## src/rtl/pc_sequencer_pkg.sv

```systemverilog
// Shared definitions for the program-counter sequencer: state encoding and
// default widths/vectors used by the top and its flag register.
package pc_sequencer_pkg;

    localparam int          PC_WIDTH_DEF     = 32;
    localparam int          ALU_WIDTH        = 32;
    localparam logic [31:0] RESET_VECTOR_DEF = 32'h0000_0000;

    typedef enum logic [1:0] {
        ST_BOOT   = 2'd0,
        ST_RUN    = 2'd1,
        ST_BUBBLE = 2'd2,
        ST_HALT   = 2'd3
    } seq_state_t;

    // Only RUN presents a consumable fetch address.
    function automatic logic is_fetch_state(seq_state_t s);
        return (s == ST_RUN);
    endfunction

endpackage

```

## src/rtl/pc_sequencer_flag_reg.sv

```systemverilog
// Negative/zero flag register captured from an ALU result on write enable.
module flag_reg
    import pc_sequencer_pkg::*;
(
    input  logic                 clk,
    input  logic                 rst,
    input  logic                 we,
    input  logic [ALU_WIDTH-1:0] result,
    output logic                 neg,
    output logic                 zero
);

    always_ff @(posedge clk or posedge rst) begin
        if (rst) begin
            neg  <= 1'b0;
            zero <= 1'b0;
        end else if (we) begin
            neg  <= result[ALU_WIDTH-1];
            zero <= (result == '0);
        end
    end

endmodule

```

## src/rtl/pc_sequencer.sv

```systemverilog
// Fetch-address sequencer: boot, linear increment, stall, taken-redirect with
// a one-cycle bubble, and a sticky halt; also owns the neg/zero flag register.
module pc_sequencer
    import pc_sequencer_pkg::*;
#(
    parameter int                PC_WIDTH     = PC_WIDTH_DEF,
    parameter logic [PC_WIDTH-1:0] RESET_VECTOR = PC_WIDTH'(RESET_VECTOR_DEF)
) (
    input  logic                clk,
    input  logic                rst,
    input  logic [31:0]         in_alu_result,
    input  logic                in_flag_we,
    input  logic                in_ctrl_take,
    input  logic [PC_WIDTH-1:0] in_target,
    input  logic                in_stall,
    input  logic                in_halt,
    output logic [PC_WIDTH-1:0] out_pc,
    output logic                out_neg,
    output logic                out_zero,
    output logic                out_fetch_valid,
    output logic                out_redirect,
    output logic                out_halted
);

    seq_state_t state;
    logic       flag_we;

    // Flags freeze once halted; stall does not gate capture.
    assign flag_we = in_flag_we && (state != ST_HALT);

    flag_reg u_flag_reg (
        .clk    (clk),
        .rst    (rst),
        .we     (flag_we),
        .result (in_alu_result),
        .neg    (out_neg),
        .zero   (out_zero)
    );

    always_ff @(posedge clk or posedge rst) begin
        if (rst) begin
            state           <= ST_BOOT;
            out_pc          <= RESET_VECTOR;
            out_fetch_valid <= 1'b0;
            out_redirect    <= 1'b0;
            out_halted      <= 1'b0;
        end else begin
            out_redirect <= 1'b0;
            case (state)
                ST_BOOT: begin
                    state           <= ST_RUN;
                    out_fetch_valid <= is_fetch_state(ST_RUN);
                end
                ST_RUN: begin
                    if (in_halt) begin
                        state           <= ST_HALT;
                        out_fetch_valid <= is_fetch_state(ST_HALT);
                        out_halted      <= 1'b1;
                    end else if (in_ctrl_take) begin
                        state           <= ST_BUBBLE;
                        out_pc          <= in_target;
                        out_redirect    <= 1'b1;
                        out_fetch_valid <= is_fetch_state(ST_BUBBLE);
                    end else if (!in_stall) begin
                        out_pc <= out_pc + PC_WIDTH'(1);
                    end
                end
                ST_BUBBLE: begin
                    if (in_halt) begin
                        state           <= ST_HALT;
                        out_fetch_valid <= is_fetch_state(ST_HALT);
                        out_halted      <= 1'b1;
                    end else begin
                        state           <= ST_RUN;
                        out_fetch_valid <= is_fetch_state(ST_RUN);
                    end
                end
                ST_HALT: begin
                    state <= ST_HALT;
                end
                default: begin
                    state           <= ST_BOOT;
                    out_fetch_valid <= 1'b0;
                    out_halted      <= 1'b0;
                end
            endcase
        end
    end

endmodule

```

## config.mk

```make
export PLATFORM = sky130hd
export DESIGN_NAME = pc_sequencer
export DESIGN_NICKNAME = d
export VERILOG_FILES = /design/src/rtl/pc_sequencer_pkg.sv /design/src/rtl/pc_sequencer_flag_reg.sv /design/src/rtl/pc_sequencer.sv
export SDC_FILE = /design/constraint.sdc
export NUM_CORES = 1
export LEC_CHECK = 0
export ABC_CLOCK_PERIOD_IN_PS = 3860
export CAP_MARGIN = 5
export CORE_UTILIZATION = 32
export CTS_BUF_LIST = sky130_fd_sc_hd__clkbuf_8
export DETAILED_ROUTE_END_ITERATION = 10
export SLEW_MARGIN = 10
export SYNTH_ARGS = -nofsm -noshare
export SYNTH_HDL_FRONTEND = slang
export SYNTH_SLANG_ARGS = --single-unit
```

## constraint.sdc

```tcl
create_clock -name clk -period 3.86 [get_ports clk]
set_input_delay 0.772 -clock clk [delete_from_list [all_inputs] [get_ports clk]]
set_output_delay 0.772 -clock clk [all_outputs]
set_load 0.01 [all_outputs]
```

==> flow_summary.yaml <==
detailed_routing:
  wirelength_um: 8340
  drtIter0Drc: 239
  drc: 0
  vias: 2864
  ant_nets: 0
  vias_per_cell: 5.60
  dr.pass1.iters: 5
  wl_per_cell_um: 16.3
pwr:
  powerDensity_nw_per_um2: 565
  p_leak_nw: 1.42
  p_clk_share_pct: 13.0
  power_frac_comb_pct: 47.4
  power.total_mw: 2.13
  switching_share_pct: 41.2
  sequentialPowerShare_pct: 39.6
  p_sw_uw: 879
  p_int_mw: 1.26
  ir_worst_vdd_mv: 0.285
synthesis:
  ys_seq_area_share_pct: 38.6
  synth_warnings: 0
  avgSynthCellArea_um2: 8.24
  async_reset_ff_share_pct: 100
  synth-seq-cells: 39
  synth-edff-count: 0
  synth_ff_type: "dfrtp_1"
  yosysTopAreaCellShare_pct: 38.6
  synthCells: 307
  synth_area_leaders: "dfrtp_1 39%, nand3_1 5.9%, o21ai_0 4.7%"
  synth_area_leader_cell: "dfrtp_1"
  netlist_area_um2: 2530
  ys_types: 48
  syn_nets: 382
outcome:
  status: "complete, no violations"
worst_setup_path:
  worstSetupPathType: "in2reg"
  required_ns: 4.04
  worstPathMaxFanout: 14
  arrival_ns: 3.04
  start_kind: "input pin"
  critPathCaptureType: "register"
timing:
  period_share_pct: 73.9
  slew_violations: 0
  worst_slew_pin_slew_ns: 1.10
  hold_violations: 0
  setup_violations: 0
  fin_setup_tns_ns: 0
  rsz0062_at_grt: "no"
  fmax_mhz: 351
  relSlewSlack_pct: 26.1
  fin_worst_skew_ns: 0.0175
  fin_crit_ns: 2.85
clock_tree:
  cts.sinks: 39
  cts-htree-levels: 2
  cts_hold_buffers: 0
  root_buffer: "clkbuf_8"
  post_cts_buffers: 0
  cts_tree: "built"
  clk_path_buf_depth: 2
  clock_latency_ns: 0.30
  cts-buffers-inserted: 5
  cts_resized: 0
  clk_transition_reported_paths_ns: 0.08
grt:
  grt_max_degree: 49
  grt_pass1_wl_um: 13800
  antenna_found_initial: 0
  grt-ovfl-total: 0
  grt.total_usage_pct: 20.8
  grt_pass1_vias: 2703
floorplan:
  dieArea_um2: 8270
  initial_core_util_pct: 32.9
  die_x_um: 90.9
  num_rows: 32
  design.portCount: 107
  die_h_um: 90.9
  coreArea_um2: 7690
flow_run:
  drv_cap: 0
finish:
  seq_area_um2: 976
  multiInputGateArea_um2: 1450
  area_growth_pct: 49.4
  diodes: 0
  final_nets: 483
  drive_gt1_share_pct: 5.62
  nFillCells: 776
placed_design:
  gp_congestion: 0.914
  hpwl_um: 6090
  buffer_ports.inserted: 106
hold_path:
  min_path_type: "reg2reg"
## power by group through the flow
stage                     clock [mW]  combinational, mW  sequential (mW)
final                          0.277               1.01            0.845
after detailed placement           0               1.01            0.844
after global placement             0               1.01            0.843
after floorplan                    0              0.451            0.848
after CTS                      0.285               1.02            0.838
after global routing           0.304               1.12            0.882
## cell usage after synthesis, types with 3 or more instances
cell type / instances
dfrtp_1: 39
nor3_1: 17
clkbuf_1: 12
nor2b_1: 3
or3_1: 4
inv_1: 8
o22a_1: 4
nand4_1: 10
a311oi_1: 6
ha_1: 5
nand2_1: 22
buf_1: 4
nor4_1: 16
a21oi_1: 20
o21ai_0: 24
nand3_1: 30
o311ai_0: 3
o31ai_1: 3
and4_1: 5
and3_1: 6
nor2_1: 19
o21a_1: 4
a31oi_1: 7
and2_1: 3
## critical path: stages
cell and delay, ns:
clkdlybuf4s50_1 0.64, inv_1 0.14, o21ai_1 0.87, buf_4 0.32, nor3_1 0.06, mux2i_1 0.15, nand3_1 0.08
## metrics by stage
step	area [um^2]	worst slack (ns)	std cells	util, %	hold WS, ns
3_3_place_gp	3690	0.769	503	48.0	0.441
4_1_cts	3780	1.07	511	49.2	0.475
3_5_place_dp	3690	0.753	503	48.0	0.461
2_1_floorplan	2530	1.91	307	-	0.493
6_report	3780	1.01	511	49.2	0.470
5_1_grt	3780	0.875	511	49.2	0.493
## cell type report
type / instances / share of cell area, %
tap: 102 / 3.38
multi-input combinational: 241 / 38.3
clock inverter: 3 / 0.430
inverter: 8 / 0.795
sequential: 39 / 25.8
timing repair buffer: 113 / 29.5
clock buffer: 5 / 1.82
## layer usage
metal | GRT usage [%] | wire [um]
met2 | 33.2 | 3960
met3 | 4.21 | 523
met5 | 0 | 0
met1 | 28.9 | 3770
met4 | 4.63 | 88
## path summary, 6_finish.rpt
check,start,end,slack [ns],cells after the start
min,out_halted,out_halted,0.47,1
min in group asynchronous,rst,out_pc[18],0.90,3
max reg2reg,state[1],out_pc[24],1.62,8
max,in_stall,out_pc[26],1.01,7
min reg2reg,out_halted,out_halted,0.47,1
max in group asynchronous,rst,out_pc[8],2.60,3
## sequential cells by signal, indices dropped and copies added (netlist names)
signal           count
out_fetch_valid      1
out_halted           1
out_pc              32
out_redirect         1
state                2
u_flag_reg.neg       1
u_flag_reg.zero      1
## cell families after synthesis
logic type	Yosys count	synth area share, %
simple gates	146	31.4
fa+ha+maj	5	2.47
compound gates	87	22.1
flops	39	38.6
mux	3	1.24
buf+inv	27	4.25
## cells in the final DEF (no fill, tap or decap), drive strengths merged, types with 2 or more instances in the layout
cell type,instances
o21ai,25
nor2b,3
clkbuf,5
nand4,12
a22oi,2
a31oi,7
and2,3
dfrtp,39
or3,4
o21a,4
o311ai,3
clkdlybuf4s50,106
a2bb2oi,2
and3,7
o22a,4
inv,9
nor4,16
nor2,20
nand2,22
a311oi,6
mux2i,2
nor3,18
a21oi,20
buf,7
o22ai,2
o31ai,3
nand2b,2
a211oi,2
nand3,30
and4,6
ha,5
or4,3
No activity file was read; power rests on OpenSTA's default activity.
